[config.mk]
export PLATFORM = sky130hd
export DESIGN_NAME = fp_convert_arbiter
export DESIGN_NICKNAME = d
export VERILOG_FILES = /design/src/rtl/fp_convert_arbiter.sv
export SDC_FILE = /design/constraint.sdc
export NUM_CORES = 1
export LEC_CHECK = 0
export ABC_AREA = 1
export BUFFER_PORTS_ARGS = -buffer_cell sky130_fd_sc_hd__buf_4
export CAP_MARGIN = 10
export CORE_ASPECT_RATIO = 1.25
export CORE_MARGIN = 3
export CORE_UTILIZATION = 45
export DETAILED_ROUTE_END_ITERATION = 16
export HOLD_SLACK_MARGIN = 0.15
export PLACE_DENSITY = 0.78
export SLEW_MARGIN = 15
export SYNTH_ARGS = -nofsm -noshare
export SYNTH_HDL_FRONTEND = slang
export SYNTH_SLANG_ARGS = --single-unit
[constraint.sdc]
create_clock -name clk -period 2.65 [get_ports clk]
set_input_delay 0.265 -clock clk [delete_from_list [all_inputs] [get_ports clk]]
set_output_delay 0.265 -clock clk [all_outputs]
set_load 0.05 [all_outputs]
[src/rtl/fp_convert_arbiter.sv]
// Round-robin scheduler sharing one external combinational int12 -> sign/exp3/sig4 converter.
// Define FPCA_STATS_EN to add o_conv_count, a saturating count of accepted results.
module fp_convert_arbiter #(
  parameter int NUM_REQ = 4,
  parameter int IDW     = $clog2(NUM_REQ)
) (
  input  logic                  clk,
  input  logic                  rst_n,
  input  logic [NUM_REQ-1:0]    i_req_valid,
  input  logic [12*NUM_REQ-1:0] i_req_data,
  output logic [NUM_REQ-1:0]    o_req_ready,
  output logic [11:0]           o_conv_d,
  input  logic                  i_conv_sign,
  input  logic [2:0]            i_conv_exp,
  input  logic [3:0]            i_conv_sig,
  output logic                  o_out_valid,
  input  logic                  i_out_ready,
  output logic [IDW-1:0]        o_out_id,
  output logic                  o_out_sign,
  output logic [2:0]            o_out_exp,
  output logic [3:0]            o_out_sig
`ifdef FPCA_STATS_EN
  ,
  output logic [15:0]           o_conv_count
`endif
);

  typedef enum logic [1:0] {IDLE, CONVERT, HOLD} state_t;

  state_t         r_state;
  state_t         w_nextState;
  logic [IDW-1:0] r_rrPtr;
  logic [IDW-1:0] w_winner;
  logic [IDW-1:0] w_nextPtr;
  logic           w_found;
  logic           w_grant;
  logic           w_outFire;
  logic [11:0]    w_reqData [NUM_REQ];

  logic [11:0]    r_convD;
  logic           r_outValid;
  logic [IDW-1:0] r_outId;
  logic           r_outSign;
  logic [2:0]     r_outExp;
  logic [3:0]     r_outSig;

  genvar g;
  generate
    for (g = 0; g < NUM_REQ; g++) begin : g_unpack
      assign w_reqData[g] = i_req_data[12*g +: 12];
    end
  endgenerate

  // Circular search starting at the round-robin pointer; first valid requester wins.
  always_comb begin
    w_found  = 1'b0;
    w_winner = r_rrPtr;
    for (int i = 0; i < NUM_REQ; i++) begin
      if (!w_found && i_req_valid[(int'(r_rrPtr) + i) % NUM_REQ]) begin
        w_found  = 1'b1;
        w_winner = IDW'((int'(r_rrPtr) + i) % NUM_REQ);
      end
    end
  end

  assign w_nextPtr = (w_winner == IDW'(NUM_REQ - 1)) ? '0 : w_winner + 1'b1;
  assign w_grant   = (r_state == IDLE) && w_found;
  assign w_outFire = (r_state == HOLD) && i_out_ready;

  always_ff @(posedge clk) begin
    if (!rst_n) r_state <= IDLE;
    else        r_state <= w_nextState;
  end

  always_comb begin
    w_nextState = r_state;
    o_req_ready = '0;
    case (r_state)
      IDLE: begin
        if (w_found) begin
          o_req_ready[w_winner] = 1'b1;
          w_nextState           = CONVERT;
        end
      end
      CONVERT: w_nextState = HOLD;
      HOLD:    if (i_out_ready) w_nextState = IDLE;
      default: w_nextState = IDLE;
    endcase
  end

  // Operand stays put after the grant so the converter settles for a full period before capture.
  always_ff @(posedge clk) begin
    if (!rst_n) begin
      r_rrPtr    <= '0;
      r_convD    <= '0;
      r_outValid <= 1'b0;
      r_outId    <= '0;
      r_outSign  <= 1'b0;
      r_outExp   <= '0;
      r_outSig   <= '0;
    end else begin
      if (w_grant) begin
        r_convD <= w_reqData[w_winner];
        r_outId <= w_winner;
        r_rrPtr <= w_nextPtr;
      end
      if (r_state == CONVERT) begin
        r_outSign  <= i_conv_sign;
        r_outExp   <= i_conv_exp;
        r_outSig   <= i_conv_sig;
        r_outValid <= 1'b1;
      end
      if (w_outFire) r_outValid <= 1'b0;
    end
  end

`ifdef FPCA_STATS_EN
  logic [15:0] r_convCount;

  always_ff @(posedge clk) begin
    if (!rst_n)                                    r_convCount <= '0;
    else if (w_outFire && r_convCount != 16'hFFFF) r_convCount <= r_convCount + 16'd1;
  end

  assign o_conv_count = r_convCount;
`endif

  assign o_conv_d    = r_convD;
  assign o_out_valid = r_outValid;
  assign o_out_id    = r_outId;
  assign o_out_sign  = r_outSign;
  assign o_out_exp   = r_outExp;
  assign o_out_sig   = r_outSig;

endmodule

# Word-level counts from Yosys, hierarchy flattened
# Index checks and enable logic that the tools add are counted.
totals:
  regBits: 27
  elab_cells: 73
  inputBits: 63
classes:
  n_mux: 29
  order_cmp: 7
  n_addsub: 4
  bitwise_logic: 5
  n_reduce_logical: 15
  eq_ne: 5
op_table:
  columns: ["op", "count"]
  rows:
  - ["binary-select mux 12 bit (select 2 bit)", 1]
  - ["two-way mux 12 bit", 2]
  - ["less-than comparator 3 x 4 -> 1 bit (second input constant)", 3]
  - ["two-way mux 1 bit", 12]
  - ["two-way mux 2 bit", 6]
  - ["binary-select mux 1 bit (select 2 bit)", 4]
  - ["two-way mux 4 bit", 2]
  - ["OR reduction 2 bit", 4]
  - ["logical AND 1 bit", 6]
  - ["less-than comparator 2 x 3 -> 1 bit (second input constant)", 2]
  - ["case mux 2 bit (3 select lines)", 1]
  - ["adder 2 x 1 -> 2 bit (second input constant)", 2]
  - ["adder 2 bit (second input constant)", 2]
  - ["equality test 2 bit (second input constant)", 2]
  - ["!= test 2 bit (second input constant)", 2]
  - ["bitwise AND 1 bit (first input constant)", 3]
  - ["greater-or-equal comparator 3 bit (second input constant)", 1]
  - ["logical NOT 1 bit", 3]
  - ["NOT 2 -> 3 bit", 1]
  - ["demux 1 bit (select 2 bit)", 1]
  - ["equality test 2 x 1 -> 1 bit (second input constant)", 1]
  - ["greater-or-equal comparator 2 x 1 -> 1 bit (second input constant)", 1]
  - ["logical NOT 2 bit", 1]
  - ["AND reduction 2 bit", 1]
  - ["NOT 1 bit", 1]

# Longest topological paths before layout
# Gate-level depths: netlist of the first run.
logic_depth:
  ltp_word: 20
  depth_mapped: 17
  mapped_depth_nobuf: 15

# Worst setup path before layout of the first run
# OpenSTA, ideal clock, no wires.
synth_timing:
  path_type: "flip-flop to output port"
  from: "register r_rrPtr[1]"
  to: "output port o_req_ready[0]"
  path_buffers: 2
  t_arrival_ns: 2.451
  path_stages_with_launch: 12
  setup_slack_ns: -0.066
  path_cell_list: "dfxtp_1 -> buf_4 -> inv_4 -> nand2_1 -> nand2_1 -> nand2_1 -> nand2_1 -> nand4_4 -> nand2_2 -> nand2_2 -> buf_6 -> nor3_1"
synth_via:
  elab_chain_cells: 18
  word_cells_on_any_way: 34
  cone_classes: "add/sub: 3; order compare: 2; mux: 22; reduce/logical: 7"
synth_rtl:
  columns: ["item", "line", "rtl"]
  rows:
  - ["from (decl)", "32", "logic [IDW-1:0] r_rrPtr;"]
  - ["from (signal assigned)", "105", "r_rrPtr <= w_nextPtr;"]
  - ["adder 2 x 1 -> 2 bit or binary-select mux 1 bit (select 2 bit) (tied branches)", "59, 61", null]
  - ["binary-select mux 1 bit (select 2 bit) or two-way mux 1 bit (tied branches)", "59", "if (!w_found && i_req_valid[(int'(r_rrPtr) + i) % NUM_REQ]) begin"]
  - ["two-way mux 1 bit (implied by the code)", "59", null]
  - ["two-way mux 1 bit (implied by the code) or logical NOT 1 bit (tied branches)", "59", null]
  - ["logical AND 1 bit", "59", null]
  - ["two-way mux 1 bit", "59", null]
  - ["logical NOT 1 bit", "59", null]
  - ["logical AND 1 bit", "59", null]
  - ["[2 not listed]", null, null]
  - ["logical AND 1 bit", "59", null]
  - ["two-way mux 2 bit", "59", null]
  - ["less-than comparator 2 x 3 -> 1 bit (implied by the code) or greater-or-equal comparator 2 x 1 -> 1 bit (tied branches)", "81", "o_req_ready[w_winner] = 1'b1;"]
  - ["logical AND 1 bit (implied by the code)", "81", null]
  - ["two-way mux 1 bit (implied by the code)", "81", null]
  - ["demux 1 bit (select 2 bit)", "81", null]
  - ["two-way mux 4 bit *", "80", "if (w_found) begin"]
  - ["two-way mux 4 bit *", "78", "case (r_state)"]
  - ["to (decl)", "11", "output logic [NUM_REQ-1:0] o_req_ready,"]
# Every way passes the cells marked *; elsewhere a longest branch is shown, timed or not. The select of a mux whose other input is x is not followed.

# Final worst setup path of the first run
layout_timing:
  from: "register r_rrPtr[0]"
  to: "output port o_req_ready[3]"
# The elaborated chain is that of the path after synthesis.

==> results.txt, run 1 <==
The clock slew at the register clock pins of the worst setup and hold paths came out at 0.09 ns. STA classifies the critical path startpoint as a flop. The min-delay analysis places its worst path in the category input pin to flop. In this run the number of H-tree levels came out at 1. The main flop type after synthesis is sky130_fd_sc_hd__dfxtp_1. The flow ran to the end, and the final reports show no timing, DRC or antenna violations.

The maximum vdd drop came out at 0.658 mV. The count of nets left with antenna violations once routing finished came out at 0. The worst endpoint data arrival time came out at 2.23 ns. Static timing analysis puts the maximum clock frequency at 401 MHz. The number of vias in the routed layout is 2419. The first detailed-routing pass ran for 5 iterations. The worst register-to-register path begins at r_rrPtr[0]. The static leakage power came out at 0.00161 uW. The dominant cell type by area after synthesis is sky130_fd_sc_hd__dfxtp_1. The count of placed standard cells including taps came out at 483. The number of failing hold endpoints at the final stage is 0. The clock period minus final worst setup slack came out at 2.50 ns. The signal on the critical path passes through buf_4 > nand2_1 > nand2_1 > nand2_1 > nand2_2 > nand4_4 > inv_1 > nand2_1 > nand2_2 > ha_1 > inv_1 > nor2_1 > buf_4.

The area occupied by multi-input gates came out at 1180 um^2. The global route total overflow came out at 0. The critical path class is flop to primary output. The number of standard cells in the final layout excluding fillers came out at 487. The net count of the finished layout is 496. The sequential cells in the finished layout cover a total of 542 um^2.

The total global-route track usage is 0.219. The required time of the critical path came out at 2.38 ns. The number of top-level pins came out at 90. For this run, global-route usage on met1 was measured as 0.258. The launch point of the worst hold path is i_out_ready.

The number of enable flip-flop cells after synthesis is 0. Of the available clock period, the critical path in the final layout requires 0.942. The proportion of synthesized chip area in sequential cells came out at 0.272. The later-pin clock latency in the skew report is 0.27 ns. In this run the clock root is driven by a sky130_fd_sc_hd__clkbuf_8.

The synthesized instance count is 348. The detailed-route vias per instance is 4.97. The largest single stage delay on the critical path is 0.35 ns. Sorting the synthesized cells by area gives the leading types as sky130_fd_sc_hd__dfxtp_1 27%, sky130_fd_sc_hd__nand2_1 20%, sky130_fd_sc_hd__nand3_1 16%. The transition time at the pin with the least slew margin is 0.529 ns. The wire length of the first global-routing pass came out at 9.14 mm. The tree built by TritonCTS fans out to 27 sinks. Setup repair after global routing could not meet its margin everywhere. In the final routed layout, each cell accounts on average for 11.8 um. Fill cells in the final layout number 433. The power density normalized to cell area came out at 1420 nW/um^2.

The die covers 5260 um^2. The most used cell along the critical path is sky130_fd_sc_hd__nand2_1. The total of hold buffers inserted after clock tree synthesis is 0. The met3 track demand over resource came out at 0.0364. The synthesis-to-finish area growth is 37.5%.

The count of final max-slew check failures came out at 0. The synthesized area divided by synthesized cell count is 5.72 um^2. In this run, distinct cell masters in the synthesized netlist total 26.

The initial standard-cell utilization of the core is 0.478. Tracing the worst setup path back leads to its startpoint at r_rrPtr[0]. The utilization of the core after routing is 0.657. The floorplan core area is 4160 um^2. The worst setup path is captured at a primary output.

The number of global-route vias before repair is 2084. The synthesis-stage register bit count is 27. The horizontal extent of the die came out at 65.5 um. The total half-perimeter wirelength after legalization and detailed placement is 4.58 mm.

The netlist area before placement is 1990 um^2. The final wirelength is 5.75 mm. The TritonCTS clock tree is done. The DRC violations left came out at 0. The share of synthesized area in the top cell type comes to 0.272. The reported max-cap violation count is 0. The post-CTS setup-driven buffer insertion count is 0. The number of antenna violations at the first check in global routing came to 0. The maximum number of pins on one net before global-route repair came out at 26. The cell at the slowest stage of the critical path is sky130_fd_sc_hd__dfxtp_1.

For met2 alone, demand over resource in global routing was 0.398. The proportion of synthesized flip-flops having asynchronous set or reset came out at 0. The diode insertion count for antenna repair is 0. The synthesized netlist net count came out at 412. The setup-violating endpoint count in the final report came out at 0. Measured against its own limit, the worst slew margin works out to 0.646. met2 is the most crowded layer. The fraction of final layout cells sized beyond drive strength 1 came out at 0.281. The CTS buffer count came out at 3. The maximum number of buffers from clock root to sink is 2. The site row count is 26. After the first detailed-routing iteration, the DRC count stood at 155. During synthesis, Yosys emitted a total of 0 warnings. In this run the worst path has a maximum fanout of 13. The placer's final routability congestion estimate is 0.856. Counting instances in the post-synthesis netlist gives the leading cell types as 108 x sky130_fd_sc_hd__nand2_1, 63 x sky130_fd_sc_hd__nand3_1, 47 x sky130_fd_sc_hd__nor2_1. sky130_fd_sc_hd__nand2_1 is the most common cell in the netlist.

The count of input and output buffers came out at 89. On the final layout, the worst clock skew is 0.00198 ns. The die is 80.3 um tall.
-- per-layer routing --
metal	share of wire	vias up
met5	0	-
met1	0.38	1073
li1	-	1242
met4	0.028	0
met3	0.058	12
met2	0.53	92
-- power breakdown --
group          switching (uW)  internal (uW)
Sequential               97.6            567
Combinational            2090            916
Clock                     124            105
Total                    2310           1590
-- path summary, 6_finish.rpt --
check | cells past startpoint | slack, ns | to
setup / recovery | 13 | 0.15 | o_req_ready[3]
setup reg to reg | 14 | 0.55 | o_conv_d[5]
hold / removal | 2 | 0.18 | o_out_valid
hold reg to reg | 2 | 0.48 | o_out_id[1]
-- worst max-delay path: cells and delay by family, from the launching register on --
kind                     cells  cell delay (ns)
adder cells (fa/ha/maj)      1             0.16
AND/OR/NAND/NOR              8             0.90
flip-flops                   1             0.35
buffers and inverters        4             0.55
-- what timing repair did --
item / CTS / global route
setup endpoints to repair: 0 / 4
gates resized for setup: 0 / 5
hold endpoints to repair: 0 / 0
-- layout make-up --
type,count,area share
clock buffer,3,0.0151
clock inverter,1,0.00183
inverter,49,0.0681
multi-input combinational,256,0.431
sequential,27,0.198
tap,56,0.0256
timing repair buffer,95,0.261
-- flip-flops by register name (all words and copies together), names as in the netlist --
name / flops
o_out_valid: 1
r_state: 2
o_out_exp: 3
r_rrPtr: 2
o_out_id: 2
o_out_sign: 1
o_conv_d: 12
o_out_sig: 4
-- per-stage QoR --
stage	total power [uW]	hold slack, ns	instance area [um^2]	TNS [ns]	setup WS, ns
after floorplan	2990	0.376	2000	0	0.158
after global placement	3610	0.452	2670	0	0.359
after detailed placement	3640	0.469	2670	0	0.312
after CTS	3880	0.176	2720	0	0.00673
after global routing	4260	0.181	2740	-0.0318	-0.0318
final	3900	0.181	2740	0	0.153
-- layout by cell type, fill, tap and decap left out, drive strengths merged --
cell type and instances:
buf 95, nand4 4, dfxtp 27, ha 1, nor2 48, nand2 119
clkbuf 3, nand3b 1, a31oi 1, a211oi 1, inv 47, nor3 2
o21ai 10, nand3 65, clkinv 3, a21oi 4
-- cells by family (layout without fill, tap and decap cells) --
group / count (synthesis) / in the layout / share of synthesized area
buf+inv: 65 / 148 / 0.150
simple gates: 239 / 239 / 0.530
flops: 27 / 27 / 0.272
compound gates: 16 / 16 / 0.0421
fa+ha+maj: 1 / 1 / 0.00629
(Power assumes the default switching activity.)
==> run 2: changes to the inputs <==
BUFFER_PORTS_ARGS = default   (was -buffer_cell sky130_fd_sc_hd__buf_4)
DONT_BUFFER_PORTS = 1   (was default)
PLACE_DENSITY = 0.61   (was 0.78)
SETUP_SLACK_MARGIN = 0.5   (was default)
==> results.txt, run 2 (synthesized netlist as in run 1, its figures left out) <==
The maximum single-stage delay on the critical path is 0.43 ns (was 0.35 ns). The critical path class is flop to primary output (unchanged). The count of final max-slew check failures came out at 0 (unchanged). The net switching power came out at 2650 uW (was 2310 uW).

The reported max-cap violation count came out at 0 (unchanged). The clock slew at the register clock pins of the worst setup and hold paths came out at 0.09 ns (about the same). The minimum setup slack after placement is 0.283 ns (was 0.312 ns). The CTS buffer count came out at 3 (unchanged).

The worst-case hold slack was 0.166 ns (was 0.181 ns). The total clock sinks came out at 27 (unchanged). Setup repair after global routing missed its margin: yes (unchanged).

The area occupied by multi-input gates is 1360 um^2 (was 1180 um^2). The count of input and output buffers came to 0 (was 89). The clock skew is 0.00751 ns (was 0.00198 ns). The diode insertion count for antenna repair came out at 0 (unchanged). The later-pin clock latency in the skew report was 0.27 ns (about the same).

The maximum clock rate is 415 MHz (was 401 MHz). The static leakage power is 0.00142 uW (was 0.00161 uW). The maximum number of pins on one net before global-route repair is 18 (was 26). The TritonCTS clock tree is done (unchanged). The most frequent standard cell in the layout excluding fill and tap cells is sky130_fd_sc_hd__nand2_1 (unchanged). The number of top-level pins is 90 (unchanged). The die height came to 80.3 um (unchanged). Cells along the critical path: buf_8 > nand2_2 > nand2_2 > nand2_2 > nand2_4 > nand2_4 > nand2_2 > nand3_2 > nand3_2 > nand2_4 > buf_6 > nor3_4 > buf_12 (was buf_4 > nand2_1 > nand2_1 > nand2_1 > nand2_2 > nand4_4 > inv_1 > nand2_1 > nand2_2 > ha_1 > inv_1 > nor2_1 > buf_4). The sort of element at the end of the critical path was a primary output (unchanged). The worst endpoint data arrival time is 2.15 ns (was 2.23 ns). The summed area of non-filler cells in the final layout was 2680 um^2 (was 2740 um^2).

The transition time at the pin with the least slew margin is 0.565 ns (was 0.529 ns). Most frequent cells in the layout: 81 x sky130_fd_sc_hd__nand2_1, 59 x sky130_fd_sc_hd__nand3_1, 44 x sky130_fd_sc_hd__nor2_1 (was 107 x sky130_fd_sc_hd__nand2_1, 95 x sky130_fd_sc_hd__buf_4, 63 x sky130_fd_sc_hd__nand3_1). The slack of the worst reg-to-reg path came out at 0.56 ns (was 0.55 ns).

The horizontal extent of the die is 65.5 um (unchanged). The sequential share of power was 0.248 (was 0.170). The DRC violations left came out at 0 (unchanged). The launching instance or port of the critical path is r_rrPtr[0] (unchanged). The maximum vdd drop is 0.840 mV (was 0.658 mV).

The worst hold-check path type is input pin to flop (unchanged). The number of fill cells in the layout was 416 (was 433). The worst setup slack after layout is 0.238 ns (was 0.153 ns). The relative slew slack came to 0.623 (was 0.646). The final wirelength came out at 6.27 mm (was 5.75 mm). The cell at the slowest stage of the critical path is sky130_fd_sc_hd__dfxtp_4 (was sky130_fd_sc_hd__dfxtp_1). The site row count is 26 (unchanged).

The detailed-route vias per instance came out at 5.16 (was 4.97). The flip-flop count of the largest register after layout came out at 12 (unchanged). The fraction of final layout cells sized beyond drive strength 1 is 0.261 (was 0.281). The number of global-route vias before repair is 2024 (was 2084). The root buffer cell was sky130_fd_sc_hd__clkbuf_8 (unchanged). The synthesis-to-finish area growth is 34.8% (was 37.5%). The combinational fraction of design power is 0.702 (was 0.771). The fraction of power spent switching nets came out at 0.573 (was 0.593).

The required time of the critical path is 2.38 ns (about the same). The setup-violating endpoint count in the final report is 0 (unchanged). The global route total overflow is 0 (unchanged). The initial standard-cell utilization of the core is 0.478 (unchanged). The number of standard cells in the final layout excluding fillers came out at 439 (was 487). The fraction of the cycle the final worst path needs is 0.910 (was 0.942). The detail-routed net length per standard cell came to 14.3 um (was 11.8 um). The total internal power came out at 1970 uW (was 1590 uW). The net count reported at finish came to 448 (was 496).

The count of placed standard cells including taps came to 401 (was 483). The number of iterations in the first detailed-routing pass came out at 4 (was 5). The wire length of the first global-routing pass came out at 8.96 mm (was 9.14 mm). The die area is 5260 um^2 (unchanged). The capture point of the worst reg-to-reg path was o_conv_d[9] (was o_conv_d[5]). The clock period minus final worst setup slack is 2.41 ns (was 2.50 ns). The number of vias in the routed layout came to 2266 (was 2419). The placer's final routability congestion estimate is 0.841 (was 0.856). The depth of the worst register-to-register path was 17 (was 14). The floorplan core area came out at 4160 um^2 (unchanged).

The setup TNS after final layout came out at 0 ns (unchanged). The portion of total power attributed to the clock network came out at 0.050 (was 0.059). The number of antenna violations at the first check in global routing came out at 0 (unchanged). The cell area after placement is 2110 um^2 (was 2670 um^2).

The most used cell along the critical path is sky130_fd_sc_hd__nand2_2 (was sky130_fd_sc_hd__nand2_1). The nature of the critical path startpoint was a flop (unchanged). The total global-route track usage is 0.216 (was 0.219). The H-tree level count is 1 (unchanged). The violation count after the first detailed-routing iteration came to 102 (was 155).

The largest fanout on the critical path is 8 (was 13). The combined flip-flop and latch cell area came out at 548 um^2 (was 542 um^2). The remaining antenna violation count is 0 (unchanged). The capture point of the critical path is o_req_ready[0] (was o_req_ready[3]). The maximum number of buffers from clock root to sink is 2 (unchanged). Outcome: finished clean (unchanged). The power density normalized to cell area came out at 1720 nW/um^2 (was 1420 nW/um^2). The total half-perimeter wirelength after legalization and detailed placement is 4.05 mm (was 4.58 mm). The number of failing hold endpoints at the final stage came out at 0 (unchanged). The reg-to-reg critical path startpoint is r_rrPtr[0] (unchanged).
## run 2: changes by cell type in the layout (fill, tap and decap cells not counted), sizes merged
cell         previous run  this run
buf                    95        36
dlygate4sd3             0        11
inv                    47        46
clkinv                  3         4
## run 2: worst min path at each step
stage	from	endpoint	slack [ns]	cells after the start
floorplan	i_out_ready	o_out_valid	0.38	1
global placement	i_out_ready	o_out_valid	0.38	1
detailed placement	i_out_ready	o_out_valid	0.38	1
CTS	i_out_ready	r_state[1]	0.16	2
global route	i_out_ready	r_state[1]	0.17	2
finish	i_out_ready	r_state[1]	0.17	2
## run 2: power by group through the flow
stage	clock, uW	sequential [uW]	combinational [uW]
after detailed placement	0	1140	2450
after global routing	253	1160	3570
final	233	1140	3240
after CTS	238	1150	2750
after global placement	0	1150	2440
after floorplan	0	1090	1960
## run 2: final cells by class
type	count	share of cell area
clock buffer	3	0.0154
clock inverter	1	0.00187
inverter	49	0.0760
multi-input combinational	256	0.508
sequential	27	0.204
tap	56	0.0261
timing repair buffer	47	0.168
## run 2: routing by layer
layer	part of all wire	wire length, um	vias up	global-route usage
met3	0.051	318	4	0.0559
li1	-	-	1149	-
met5	0	0	-	0
met4	0.0034	21	0	0.0519
met1	0.39	2440	1052	0.237
met2	0.56	3490	61	0.404
## run 2: what timing repair did
| action | CTS | global route |
|---|---|---|
| endpoints found under the hold margin | 10 | 0 |
| resized for setup | 27 | 45 |
| buffers inserted | 8 | 15 |
| pin swaps | 8 | 27 |
| hold buffers | 11 | 0 |
| setup endpoints to repair | 14 | 9 |
## run 2: worst max-delay path, delay by kind of cell, from the launching register on
family | cells | cell delay [ns]
buffers and inverters | 3 | 0.45
flip-flops | 1 | 0.43
AND/OR/NAND/NOR | 10 | 0.99
## run 2: stage by stage
| step | util | power [uW] |
|---|---|---|
| 4_1_cts | 0.580 | 4140 |
| 3_3_place_gp | 0.508 | 3580 |
| 2_1_floorplan | - | 3050 |
| 5_1_grt | 0.644 | 4990 |
| 3_5_place_dp | 0.508 | 3600 |
| 6_report | 0.644 | 4620 |
==> run 3: changes to the inputs <==
CORE_MARGIN = 1.5   (was 3)
SETUP_SLACK_MARGIN = 0.1   (was 0.5)
==> results.txt, run 3 (synthesized netlist as in run 1, its figures left out) <==
Setup repair after global routing missed its margin: no (was yes). The total clock sinks is 27 (unchanged). The site row count was 26 (unchanged). The capture point of the worst reg-to-reg path was o_out_sig[1] (was o_conv_d[9]). The cell area after placement came out at 2060 um^2 (was 2110 um^2).

The transition time at the pin with the least slew margin is 0.539 ns (was 0.565 ns). The critical path class was flop to primary output (unchanged). The number of global-route vias before repair came out at 1908 (was 2024). The initial standard-cell utilization of the core came out at 0.478 (unchanged).

The number of top-level pins came to 90 (unchanged). The number of vias in the routed layout was 2105 (was 2266). The root buffer cell is sky130_fd_sc_hd__clkbuf_8 (unchanged). The depth of the worst register-to-register path is 6 (was 17).

The nature of the critical path startpoint is a flop (unchanged). The detailed-route vias per instance is 5.01 (was 5.16). The count of input and output buffers is 0 (unchanged).

The maximum vdd drop was 0.717 mV (was 0.840 mV). The number of iterations in the first detailed-routing pass came to 5 (was 4). The slack of the worst reg-to-reg path came out at 0.55 ns (was 0.56 ns). The fraction of final layout cells sized beyond drive strength 1 is 0.126 (was 0.261). The synthesis-to-finish area growth was 15.0% (was 34.8%). The number of failing hold endpoints at the final stage is 0 (unchanged). The clock skew is 0.00680 ns (was 0.00751 ns). The maximum number of pins on one net before global-route repair came out at 18 (unchanged).

The TritonCTS clock tree is done (unchanged). The worst hold-check path type was input pin to flop (unchanged). The diode insertion count for antenna repair came to 0 (unchanged). The fraction of the cycle the final worst path needs is 0.911 (was 0.910). The launch point of the worst hold path was i_out_ready (unchanged). The wire length of the first global-routing pass is 8.44 mm (was 8.96 mm). The most used cell along the critical path was sky130_fd_sc_hd__nand2_1 (was sky130_fd_sc_hd__nand2_2). The largest fanout on the critical path came out at 14 (was 8). The later-pin clock latency in the skew report is 0.27 ns (about the same). The total half-perimeter wirelength after legalization and detailed placement is 3.85 mm (was 4.05 mm). The clock period minus final worst setup slack came out at 2.41 ns (about the same). The static leakage power came out at 0.00128 uW (was 0.00142 uW).

The endpoint with the worst hold slack was r_state[1] (unchanged). The maximum number of buffers from clock root to sink was 2 (unchanged). The floorplan core area is 4160 um^2 (unchanged). The die height came out at 77.3 um (was 80.3 um). The summed area of non-filler cells in the final layout was 2290 um^2 (was 2680 um^2).

The violation count after the first detailed-routing iteration came out at 108 (was 102). The number of antenna violations at the first check in global routing came out at 0 (unchanged). The power density normalized to cell area came out at 1650 nW/um^2 (was 1720 nW/um^2).

The maximum clock rate came out at 414 MHz (was 415 MHz). The CTS buffer count was 3 (unchanged). The number of cells on the worst hold path came out at 2 (unchanged). The reg-to-reg critical path startpoint was r_state[0] (was r_rrPtr[0]). The global route total overflow came out at 0 (unchanged). The horizontal extent of the die came out at 62.5 um (was 65.5 um). Most frequent cells in the layout: 105 x sky130_fd_sc_hd__nand2_1, 62 x sky130_fd_sc_hd__nand3_1, 47 x sky130_fd_sc_hd__nor2_1 (was 81 x sky130_fd_sc_hd__nand2_1, 59 x sky130_fd_sc_hd__nand3_1, 44 x sky130_fd_sc_hd__nor2_1).

The net count reported at finish came out at 429 (was 448). The sort of element at the end of the critical path is a primary output (unchanged). The maximum single-stage delay on the critical path is 0.38 ns (was 0.43 ns).

The reported max-cap violation count is 0 (unchanged). The final wirelength came out at 5.32 mm (was 6.27 mm). The DRC violations left is 0 (unchanged).

Cells along the critical path: inv_6 > nand2_1 > nand2_2 > nand2_1 > nand2_1 > nand3_2 > nand3_1 > nand3_1 > nand2_4 > ha_1 > inv_1 > nor2_1 > buf_6 (was buf_8 > nand2_2 > nand2_2 > nand2_2 > nand2_4 > nand2_4 > nand2_2 > nand3_2 > nand3_2 > nand2_4 > buf_6 > nor3_4 > buf_12). The required time of the critical path is 2.38 ns (about the same). The overall power after layout came out at 3780 uW (was 4620 uW). The cell at the slowest stage of the critical path was sky130_fd_sc_hd__dfxtp_4 (unchanged). The worst endpoint data arrival time is 2.15 ns (about the same). The setup-violating endpoint count in the final report is 0 (unchanged). The worst-case hold slack is 0.165 ns (was 0.166 ns). The placer's final routability congestion estimate came out at 0.813 (was 0.841). The count of final max-slew check failures is 0 (unchanged).

Outcome: finished clean (unchanged). The relative slew slack was 0.639 (was 0.623). The setup TNS after final layout is 0 ns (unchanged). The total global-route track usage is 0.212 (was 0.216). The remaining antenna violation count came out at 0 (unchanged).

The flip-flop count of the largest register after layout is 12 (unchanged). The clock slew at the register clock pins of the worst setup and hold paths came out at 0.10 ns (was 0.09 ns). The most frequent standard cell in the layout excluding fill and tap cells is sky130_fd_sc_hd__nand2_1 (unchanged).

The detail-routed net length per standard cell was 12.7 um (was 14.3 um). The die area is 4830 um^2 (was 5260 um^2). The H-tree level count was 1 (unchanged).
==> run 3: cell count changes in the layout (fill, tap and decap cells not counted), sizes merged <==
| cell | delta |
|---|---|
| buf | -20 |
| clkinv | -1 |
| dlygate4sd3 | +1 |
| inv | +1 |
==> run 3: worst max path at each step <==
stage / start / end / slack [ns] / cells past startpoint
2_1_floorplan: r_rrPtr[1] / o_req_ready[3] / 0.16 / 14
3_3_place_gp: r_rrPtr[0] / o_req_ready[1] / 0.33 / 10
3_5_place_dp: r_rrPtr[0] / o_req_ready[1] / 0.30 / 12
4_1_cts: r_rrPtr[0] / o_req_ready[1] / 0.10 / 10
5_1_grt: r_rrPtr[1] / o_req_ready[3] / 0.09 / 13
6_report: r_rrPtr[0] / o_req_ready[3] / 0.24 / 13
==> run 3: through the flow <==
step,setup slack [ns],util,std cells
5_1_grt,0.0904,0.550,420
6_report,0.237,0.550,420
3_5_place_dp,0.301,0.494,401
4_1_cts,0.104,0.532,416
3_3_place_gp,0.328,0.494,401
2_1_floorplan,0.158,-,348
==> run 3: timing repair <==
item                                    4_1_cts  5_1_grt
resized for setup                             3       11
endpoints found under the hold margin         9        1
endpoints found under the setup margin        2        4
hold buffers                                 11        1
setup buffers                                 0        3
pin swaps                                     0        1
==> run 3: area by class of cell <==
cell class	count	area [um^2]
Tap cell	56	70.1
Multi-Input combinational cell	256	1190
Fill cell	486	1880
Inverter	49	191
Clock inverter	1	5.00
Clock buffer	3	41.3
Sequential cell	27	548
Timing Repair Buffer	28	244
==> run 3: power by group <==
group          switching [uW]  leakage (uW)  internal [uW]
registers                 564      0.000225            572
clock network             129     0.0000255            105
logic                    1590       0.00103            822
total                    2280       0.00128           1500
==> run 3: critical path: cells and delay by family (launching register included) <==
family | cells | cell delay (ns)
and+or+nand+nor | 9 | 1.02
DFF | 1 | 0.38
buffers and inverters | 3 | 0.32
adders and majority gates | 1 | 0.15
==> run 3: routing by layer <==
metal,GRT usage,vias to the layer above,wire [um]
li1,-,1109,-
met1,0.242,926,2210
met2,0.403,64,2780
met3,0.0493,6,294
met4,0.0311,0,35
met5,0,-,0
